==> config.mk <==
export PLATFORM = sky130hd
export DESIGN_NAME = pipe_reg_elastic
export DESIGN_NICKNAME = d
export VERILOG_FILES = /design/src/rtl/pipe_pkg.sv /design/src/rtl/pipe_slice.sv /design/src/rtl/pipe_reg_elastic.sv
export SDC_FILE = /design/constraint.sdc
export NUM_CORES = 1
export LEC_CHECK = 0
export ABC_AREA = 1
export CAP_MARGIN = 20
export CORE_ASPECT_RATIO = 1.25
export CORE_UTILIZATION = 30
export DETAILED_ROUTE_END_ITERATION = 12
export GPL_ROUTABILITY_DRIVEN = 0
export PLACE_DENSITY = 0.46
export SETUP_SLACK_MARGIN = 0.5
export SLEW_MARGIN = 5
export SYNTH_ARGS = -nofsm -noshare
export SYNTH_HDL_FRONTEND = slang
export SYNTH_SLANG_ARGS = --single-unit
==> constraint.sdc <==
create_clock -name clk -period 2.41 [get_ports clk]
set_clock_uncertainty 0.15 [all_clocks]
set_input_delay 0.3615 -clock clk [delete_from_list [all_inputs] [get_ports clk]]
set_output_delay 0.3615 -clock clk [all_outputs]
set_load 0.01 [all_outputs]
==> src/rtl/pipe_pkg.sv <==
// Shared definitions for the elastic pipeline register: slice state encoding
// and the width of the occupancy counter.
package pipe_pkg;

    typedef enum logic [1:0] {
        EMPTY = 2'd0,
        ONE   = 2'd1,
        FULL  = 2'd2
    } slice_state_e;

    localparam int unsigned SLICE_CNT_W = 2;

    // Occupancy ranges 0..2*stages, so it needs clog2(2*stages+1) bits.
    function automatic int unsigned count_width(input int unsigned stages);
        return $clog2(2 * stages + 1);
    endfunction

endpackage

==> src/rtl/pipe_slice.sv <==
// One skid-buffered slice: a main register feeding the output and a skid
// register that absorbs the item arriving in the cycle the output stalls.
module pipe_slice
    import pipe_pkg::*;
#(
    parameter int               WIDTH     = 32,
    parameter logic [WIDTH-1:0] RESET_VAL = '0
) (
    input  logic             clk,
    input  logic             rst,
    input  logic             flush,
    input  logic             in_valid,
    output logic             in_ready,
    input  logic [WIDTH-1:0] in_data,
    output logic             out_valid,
    input  logic             out_ready,
    output logic [WIDTH-1:0] out_data,
    output logic [1:0]       count
);

    slice_state_e     state_r;
    slice_state_e     state_nxt_s;
    logic [WIDTH-1:0] main_r;
    logic [WIDTH-1:0] skid_r;
    logic             accept_s;
    logic             fire_s;
    logic             load_main_in_s;
    logic             load_main_skid_s;
    logic             load_skid_s;

    // Ready never depends on out_ready; rst and flush force both handshakes off.
    assign in_ready  = rst & ~flush & (state_r != FULL);
    assign out_valid = ~flush & (state_r != EMPTY);
    assign out_data  = main_r;
    assign accept_s  = in_valid & in_ready;
    assign fire_s    = out_valid & out_ready;

    // Next-state and payload load-enable decode.
    always_comb begin
        state_nxt_s      = state_r;
        load_main_in_s   = 1'b0;
        load_main_skid_s = 1'b0;
        load_skid_s      = 1'b0;
        if (flush) begin
            state_nxt_s = EMPTY;
        end else begin
            case (state_r)
                EMPTY: begin
                    if (accept_s) begin
                        state_nxt_s    = ONE;
                        load_main_in_s = 1'b1;
                    end else begin
                        state_nxt_s = EMPTY;
                    end
                end
                ONE: begin
                    if (accept_s && fire_s) begin
                        state_nxt_s    = ONE;
                        load_main_in_s = 1'b1;
                    end else if (accept_s) begin
                        state_nxt_s = FULL;
                        load_skid_s = 1'b1;
                    end else if (fire_s) begin
                        state_nxt_s = EMPTY;
                    end else begin
                        state_nxt_s = ONE;
                    end
                end
                FULL: begin
                    if (fire_s) begin
                        state_nxt_s      = ONE;
                        load_main_skid_s = 1'b1;
                    end else begin
                        state_nxt_s = FULL;
                    end
                end
                default: begin
                    state_nxt_s = EMPTY;
                end
            endcase
        end
    end

    // Slice state register.
    always_ff @(posedge clk or negedge rst) begin
        if (!rst) begin
            state_r <= EMPTY;
        end else begin
            state_r <= state_nxt_s;
        end
    end

    // Payload registers; flush leaves their contents untouched.
    always_ff @(posedge clk or negedge rst) begin
        if (!rst) begin
            main_r <= RESET_VAL;
            skid_r <= RESET_VAL;
        end else begin
            if (load_main_in_s) begin
                main_r <= in_data;
            end else if (load_main_skid_s) begin
                main_r <= skid_r;
            end
            if (load_skid_s) begin
                skid_r <= in_data;
            end
        end
    end

    // Entry count decoded from the state flops.
    always_comb begin
        case (state_r)
            ONE:     count = 2'd1;
            FULL:    count = 2'd2;
            default: count = 2'd0;
        endcase
    end

endmodule

==> src/rtl/pipe_reg_elastic.sv <==
// Elastic pipeline register: STAGES skid slices in series with a shared
// synchronous flush and a total occupancy count.
module pipe_reg_elastic
    import pipe_pkg::*;
#(
    parameter int               WIDTH     = 32,
    parameter int               STAGES    = 2,
    parameter logic [WIDTH-1:0] RESET_VAL = '0
) (
    input  logic                             clk,
    input  logic                             rst,
    input  logic                             flush,
    input  logic                             in_valid,
    output logic                             in_ready,
    input  logic [WIDTH-1:0]                 in_data,
    output logic                             out_valid,
    input  logic                             out_ready,
    output logic [WIDTH-1:0]                 out_data,
    output logic [count_width(STAGES)-1:0]   count
);

    localparam int CNT_W = count_width(STAGES);

    // Element i is the link into slice i; element STAGES is the block output.
    logic             valid_s     [STAGES+1];
    logic             ready_s     [STAGES+1];
    logic [WIDTH-1:0] data_s      [STAGES+1];
    logic [1:0]       slice_cnt_s [STAGES];
    logic [CNT_W-1:0] count_sum_s;

    assign valid_s[0]      = in_valid;
    assign data_s[0]       = in_data;
    assign in_ready        = ready_s[0];
    assign out_valid       = valid_s[STAGES];
    assign out_data        = data_s[STAGES];
    assign ready_s[STAGES] = out_ready;

    for (genvar i = 0; i < STAGES; i++) begin : g_slice
        pipe_slice #(
            .WIDTH     (WIDTH),
            .RESET_VAL (RESET_VAL)
        ) u_slice (
            .clk       (clk),
            .rst       (rst),
            .flush     (flush),
            .in_valid  (valid_s[i]),
            .in_ready  (ready_s[i]),
            .in_data   (data_s[i]),
            .out_valid (valid_s[i+1]),
            .out_ready (ready_s[i+1]),
            .out_data  (data_s[i+1]),
            .count     (slice_cnt_s[i])
        );
    end

    // Total occupancy is the sum of the per-slice counts.
    always_comb begin
        count_sum_s = '0;
        for (int i = 0; i < STAGES; i++) begin
            count_sum_s = count_sum_s + CNT_W'(slice_cnt_s[i]);
        end
    end

    assign count = count_sum_s;

endmodule

Word level (Yosys, flattened, before mapping)
Cells that the tools add are included.
{"block": "totals", "reg_bits": 132, "elab_cells": 69, "input_bits": 37}
{"block": "op_classes", "bitwise": 9, "n_eq_ne": 6, "n_reduce_logical": 8, "muxes": 39, "add_sub_neg": 1}
{"op": "$mux 32", "count": 4}
{"op": "$mux 1", "count": 21}
{"op": "$mux 2", "count": 8}
{"op": "$pmux 2 s3", "count": 2}
{"op": "$and 1x1->1", "count": 8}
{"op": "$pmux 2 s2", "count": 2}
{"op": "$reduce_bool 2->1", "count": 4}
{"op": "$eq 2x1->1 const B", "count": 2}
{"op": "$eq 2x2->1 const B", "count": 2}
{"op": "$logic_not 2->1", "count": 2}
{"op": "$ne 2x2->1 const B", "count": 2}
{"op": "$pmux 1 s2", "count": 2}
{"op": "$add 2x2->3", "count": 1}
{"op": "$logic_and 1x1->1", "count": 2}
{"op": "$not 1->1", "count": 1}

Logic depth before layout (Yosys ltp)
Gate-level depths: netlist of run 1.
{"block": "depth", "depth_word": 9, "ltp_mapped": 13}

Hierarchy
A second synthesis of run 1 with hierarchy kept.
{"block": "unflattened", "cells_unflattened": 821, "hier_area_um2": 6347.3}
{"mod": "pipe_slice", "n_inst": 2, "seq_area_each_um2": 1651.6, "area_each_um2": 3148.0, "cells_each": 407}
{"mod": "pipe_reg_elastic", "n_inst": 1, "seq_area_each_um2": 0.0, "area_each_um2": 51.3, "cells_each": 7}

Least setup slack after synthesis of run 1
No wires, ideal clock.
{"block": "synth_path", "kind": "reg2reg", "start": "reg g_slice[0].u_slice.state_r[0]", "end": "reg g_slice[0].u_slice.main_r[10]", "slack_ns": 0.383, "arrival_time_ns": 1.761, "synth_period_minus_slack_ns": 2.027, "required_ns": 2.143, "stages_incl_launch_ff": 14, "path_cell_list": "dfrtp_1 -> inv_1 -> nand2_1 -> nand3_4 -> inv_2 -> buf_2 -> ha_1 -> nand2_1 -> nand2_2 -> nand2_2 -> buf_2 -> nand2_1 -> nand2_1 -> nand2_1"}
{"block": "synth_between", "elab_chain_len": 8, "word_cells_on_any_way": 19, "classes_between": "eq/ne: 3; mux: 8; bitwise: 4; reduce/logical: 4"}
{"element": "from (decl)", "line": "pipe_slice.sv:21", "rtl": "slice_state_e state_r;"}
{"element": "from (signal assigned)", "line": "pipe_slice.sv:89", "rtl": "state_r <= state_nxt_s;"}
{"element": "$ne 2x2->1 / $reduce_bool 2->1 (equally long branches)", "line": "pipe_slice.sv:32, pipe_slice.sv:33"}
{"element": "$and 1x1->1, on equally long branches", "line": "pipe_slice.sv:32, pipe_slice.sv:33"}
{"element": "$and 1x1->1, on equally long branches", "line": "pipe_slice.sv:35, pipe_slice.sv:36"}
{"element": "$logic_and 1x1->1", "line": "pipe_slice.sv:57", "rtl": "if (accept_s && fire_s) begin"}
{"element": "$mux 1", "line": "pipe_slice.sv:57"}
{"element": "$pmux 1 s2", "line": "pipe_slice.sv:47", "rtl": "case (state_r)"}
{"element": "$mux 1", "line": "pipe_slice.sv:44", "rtl": "if (flush) begin"}
{"element": "$mux 32 / $reduce_bool 2->1 (equally long branches)"}
{"element": "to (signal assigned)", "line": "pipe_slice.sv:100", "rtl": "main_r <= in_data;"}
{"element": "to (signal assigned)", "line": "pipe_slice.sv:102", "rtl": "main_r <= skid_r;"}
{"element": "to (decl)", "line": "pipe_slice.sv:23", "rtl": "logic [WIDTH-1:0] main_r;"}
Several ways; a longest one is shown, not always the timed one.
A chain may end at the register's enable or synchronous reset.

Final worst setup path of run 1
{"block": "layout_path", "start": "reg g_slice[1].u_slice.state_r[1]", "end": "out count[1]"}
{"block": "layout_between", "elab_chain_len": 3, "word_cells_on_any_way": 4, "classes_between": "add/sub: 1; eq/ne: 2; mux: 1"}
{"element": "from (decl)", "line": "pipe_slice.sv:21"}
{"element": "from (signal assigned)", "line": "pipe_slice.sv:89"}
{"element": "$eq 2x2->1 / $eq 2x1->1 (equally long branches)", "line": "pipe_slice.sv:112", "rtl": "case (state_r)"}
{"element": "$pmux 2 s2 *", "line": "pipe_slice.sv:112"}
{"element": "$add 2x2->3 *", "line": "pipe_reg_elastic.sv:60", "rtl": "count_sum_s = count_sum_s + CNT_W'(slice_cnt_s[i]);"}
{"element": "to (decl)", "line": "pipe_reg_elastic.sv:19", "rtl": "output logic [count_width(STAGES)-1:0] count"}
Mark *: on every way between the ends. The rest lies on a longest branch, timed or not.

==> reports/results.tsv, run 1 <==
metric	value	unit
CTS max path bufs	2	
Worst Path Class, Setup	flip-flop to output port	
dpl hpwl	9670	um
synth warn	0	
# diodes	0	
Reg2Reg Setup Slack	0.15	ns
RSZ-0062 raised after global routing	yes	
# nets final	923	
Slew @ Worst Pin	0.797	ns
vias	5461	
Critical path origin	g_slice[1].u_slice.state_r[1]	
cell family with most CP delay	adder cells	
CP dominant cell by count	buf_6	
root buffer cell	clkbuf_16	
FP Rows	59	
Worst Path Buf+Inv	4	
CTS clk-pin slew, worst paths	0.06	ns
Final setup violation count	0	
total die area	21700	um2
CP peak stage delay	0.52	ns
GR Overflow Total	0	
Hold Crit Endpoint	g_slice[1].u_slice.skid_r[28]	
gr usage total	16.4	%
vias in the first global route	4973	
# fillers	1985	
r2r worst-path depth	15	
Top-Level Pins	74	
Placeable Area	20700	um2
Synthesized Nets	819	
WP data arrival	1.78	ns
DRC Markers	0	
Hold Crit Class	flip-flop to flip-flop	
CP required	1.90	ns
clock sink total	132	
PortBufs	73	
Post-Syn Area	6340	um2
crit end category	output port	
CTS tree	built	
die height	165	um
CTS Buf Count	17	
post-route ant nets	0	
fin crit period	2.29	ns
first-pass GRT wire length	27600	um
hold_sp	g_slice[1].u_slice.skid_r[28]	
startpoint types	flip-flop	
worst setup margin	0.116	ns
highest clock rate	436	MHz
CP Max Fanout	3	
RR Startpoint	g_slice[1].u_slice.state_r[1]	
fraction of layout cells with a size suffix above 1	32.8	%
count of state elements after synthesis	132	
reg2reg end	g_slice[1].u_slice.skid_r[21]	
Slew Limit Fails	0	
Starting Density	30.6	%
Seq/Total Area, Yosys	52.1	%
largest net degree at the start of global routing	133	
syn_area_per_cell	8.15	um2
DR iter-0 viols	378	
Max H-tree Level	4	
final core occ	46.2	%
Cell Chain, Critical Path	buf_4, buf_6, nand2_4, inv_2, fa_2, buf_6	
synth-to-layout area growth	51.2	%
Die X-Extent	132	um
leak pwr	4.80	nW
Routed WL per cell	17.2	um
Final Hold Fails	0	
Post-Place Worst Slack	0.0601	ns
Routed WL	20000	um
period utilization	95.2	%
setup tns final	0	ns
initial antenna violation count	0	
count of cell types in the netlist	28	
commonest non-fill, non-tap cells in the layout	nand2_1 (220), dfrtp_1 (132), nand3_1 (109), clkdlybuf4s50_1 (66), nand3_2 (50)	
routed vias/inst	4.68	
worst hold path cell count	2	
status	complete, no violations	
relative slew slack	46.9	%
CP max stage cell	fa_2	
Peak VDD IR	0.000458	V
commonest non-fill, non-tap cell in the layout	nand2_1	
DRT Pass-1 Iters	8	
max cap viols	0	
Skew-Pair Late Insertion Delay	0.42	ns
power per cell area	664	nW/um2
Synth Instances	778	
[logic make-up (layout without fill, tap and decap cells)]
logic type	Yosys count	after routing	share of synthesized area, %
flops	132	132	52.1
compound gates	37	37	3.16
simple gates	479	480	33.1
fa+ha+maj	4	4	0.908
buf+inv	126	240	10.7
[registers in the layout, indices dropped and copies added, names as in the netlist]
name / cells
g_slice.u_slice.out_data: 64
g_slice.u_slice.skid_r: 64
g_slice.u_slice.state_r: 4
[repair_timing]
item                                    CTS  global route
resized for setup                        49           228
gates cloned                              8            19
endpoints found under the setup margin   37           137
setup buffers                            30             7
pin swaps                                11            54
hold endpoints to repair                132             0
hold buffers                              1             0
[power breakdown]
group / switching (mW) / leakage (nW) / internal [mW]
Sequential: 0.331 / 1.74 / 2.53
Combinational: 0.474 / 2.79 / 0.582
Clock: 0.932 / 0.273 / 1.51
[stage by stage]
stage / area, um2 / total power [mW] / std cells / hold WS (ns)
6_report: 9580 / 6.36 / 1167 / 0.318
5_1_grt: 9580 / 6.67 / 1167 / 0.335
4_1_cts: 8380 / 6.19 / 1141 / 0.313
3_5_place_dp: 7260 / 3.68 / 1072 / 0.308
3_3_place_gp: 7260 / 3.67 / 1072 / 0.303
2_1_floorplan: 6390 / 3.31 / 778 / -0.0841
[synth_stat cells (all sizes together)]
library cell / count / share of area (%)
a211oi: 1 / 0.20
a21oi: 1 / 0.079
a31oi: 1 / 0.099
and3: 1 / 0.099
buf: 71 / 7.5
clkbuf: 8 / 0.47
dfrtp: 132 / 52
fa: 1 / 0.32
ha: 3 / 0.59
inv: 47 / 2.8
nand2: 303 / 18
nand3: 163 / 13
nand4: 2 / 0.30
nor2: 10 / 1.5
o21a: 1 / 0.12
o21ai: 33 / 2.7
[layer usage]
layer | GRT usage [%] | up-vias | routed length, um
met5 | 0 | - | 0
met4 | 5.55 | 0 | 322
met3 | 2.82 | 20 | 603
met2 | 26.0 | 117 | 9990
met1 | 22.7 | 2648 | 9120
li1 | - | 2676 | -
[cell type report]
cell class              count  area, um2  share of cell area [%]
multi-input cells         521       3110                    32.5
clock inverters             5       50.0                   0.522
inverters                  47        184                    1.92
flip-flops and latches    132       3300                    34.5
repair buffers            163       2090                    21.9
well taps                 274        343                    3.58
clock buffers              25        495                    5.17
[tightest hold or removal path, delay by kind of cell, from the launching register on]
family        cells  cell delay, ns
flops             1            0.34
simple gates      2            0.09
[how the worst max path moves through the flow]
stage,end,depth (start not counted)
after floorplan,g_slice[0].u_slice.out_data[10],12
after global placement,g_slice[0].u_slice.out_data[14],11
after detailed placement,g_slice[0].u_slice.out_data[16],11
after CTS,count[1],6
after global routing,count[1],5
final,count[1],6
Power figures use the tool's default switching activity.
==> run 2: changes to the inputs <==
==> constraint.sdc (replaced) <==
create_clock -name clk -period 2.41 [get_ports clk]
set_clock_uncertainty 0.15 [all_clocks]
set_input_delay 0.723 -clock clk [delete_from_list [all_inputs] [get_ports clk]]
set_output_delay 0.723 -clock clk [all_outputs]
set_load 0.01 [all_outputs]
==> reports/results.tsv, run 2 (synthesis gave the netlist of run 1 again) <==
metric	value	unit
status	complete, but fails checks	
failing checks	DRC, setup timing	
RR Startpoint	g_slice[1].u_slice.state_r[1]	
worst setup margin	-0.229	ns
Routed WL	20000	um
relative slew slack	61.6	%
RSZ-0062 raised after global routing	yes	
commonest non-fill, non-tap cells in the layout	nand2_1 (198), dfrtp_1 (132), nand3_1 (86), nand3_2 (66), nand2_4 (59)	
first-pass GRT wire length	32500	um
vias	5691	
CTS Buf Count	17	
DRT Pass-1 Iters	8	
CP Max Fanout	3	
Slew @ Worst Pin	0.576	ns
period utilization	109	%
Routed WL per cell	16.6	um
Skew-Pair Late Insertion Delay	0.42	ns
largest net degree at the start of global routing	102	
Starting Density	30.6	%
Placeable Area	20700	um2
fin area	10500	um2
cts hold-fix bufs	0	
power per cell area	629	nW/um2
GR Overflow Total	0	
initial antenna violation count	0	
synth-to-layout area growth	65.1	%
Hold Crit Class	input pin to asynchronous set/reset pin	
vias in the first global route	6126	
dpl hpwl	10500	um
placed inst area	7540	um2
die height	165	um
leak pwr	5.29	nW
Peak VDD IR	0.000596	V
CTS clk-pin slew, worst paths	0.06	ns
DR iter-0 viols	328	
commonest non-fill, non-tap cell in the layout	nand2_1	
final core occ	50.4	%
FP Rows	59	
CP required	1.54	ns
startpoint types	flip-flop	
PortBufs	73	
r2r worst-path depth	19	
clock sink total	132	
WP data arrival	1.77	ns
fraction of layout cells with a size suffix above 1	46.7	%
routed vias/inst	4.73	
# nets final	958	
Slew Limit Fails	0	
Max H-tree Level	4	
# diodes	0	
total die area	21700	um2
gr usage total	19.3	%
CTS tree	built	
Final Hold Fails	0	
DRC Markers	1	
root buffer cell	clkbuf_16	
Worst Path Class, Setup	flip-flop to output port	
Reg2Reg Setup Slack	-0.14	ns
fin crit period	2.64	ns
Die X-Extent	132	um
highest clock rate	379	MHz
max cap viols	0	
Final setup violation count	34	
reg2reg end	g_slice[1].u_slice.out_data[21]	
CTS max path bufs	2	
crit end category	output port	
Top-Level Pins	74	
post-route ant nets	0	
==> run 2: changes by cell type in the layout (fill, tap and decap cells not counted), sizes merged <==
cell / previous run / this run
clkbuf: 37 / 24
buf: 81 / 163
dlygate4sd3: 1 / 0
dlygate4sd2: 1 / 0
bufbuf: 2 / 0
inv: 47 / 46
nand3: 164 / 163
bufinv: 1 / 2
clkdlybuf4s50: 66 / 34
clkinvlp: 0 / 4
==> run 2: layout make-up <==
class                           instances  area [um2]
Tap cell                              274         343
Clock buffer                           22         484
Fill cell                            1869       10300
Sequential cell                       132        3300
Clock inverter                          9         103
Multi-Input combinational cell        520        3570
Inverter                               47         185
Timing Repair Buffer                  199        2470
==> run 2: where the power goes <==
group	leakage (nW)	internal, mW	switching [mW]
Combinational	3.27	0.604	0.563
Sequential	1.74	2.53	0.333
Clock	0.284	1.62	0.934
==> run 2: per-layer routing <==
layer	vias up	GRT usage [%]	share of wire, %
met5	-	0	0
met4	0	6.50	2.3
met3	31	3.71	3.3
met2	116	34.2	53
met1	2792	23.5	42
li1	2752	-	-
==> run 2: metrics by stage <==
stage	power [mW]	hold slack [ns]	setup slack (ns)	std cells	TNS, ns
after floorplan	3.34	0.277	0.226	778	0
after global placement	3.71	0.303	-0.513	1087	-31.93
after detailed placement	3.73	0.308	-0.505	1087	-34.31
after CTS	6.51	0.223	-0.243	1192	-1.55
after global routing	6.91	0.238	-0.317	1203	-6.55
final	6.59	0.209	-0.229	1203	-4.02
==> run 2: worst max path at each step <==
stage,endpoint,cells past startpoint,start,slack (ns)
6_report,count[1],6,g_slice[1].u_slice.state_r[1],-0.23
5_1_grt,count[1],6,g_slice[1].u_slice.state_r[1],-0.32
4_1_cts,count[1],5,g_slice[1].u_slice.state_r[1],-0.24
3_5_place_dp,in_ready,5,flush,-0.50
3_3_place_gp,in_ready,5,flush,-0.51
2_1_floorplan,count[1],5,g_slice[1].u_slice.state_r[1],0.23
==> run 2: worst max-delay path, cell delays in order (launching register included) <==
cell     delay [ns]
dfrtp_1        0.41
inv_2          0.07
nand2_2        0.09
inv_2          0.05
ha_4           0.15
fa_1           0.47
buf_2          0.12
==> run 2: timing repair <==
action                     in CTS  in global routing
setup endpoints to repair     169                140
cloned                         23                  3
pin swaps                      60                 28
setup buffers                  51                  8
gates resized for setup       418                 97
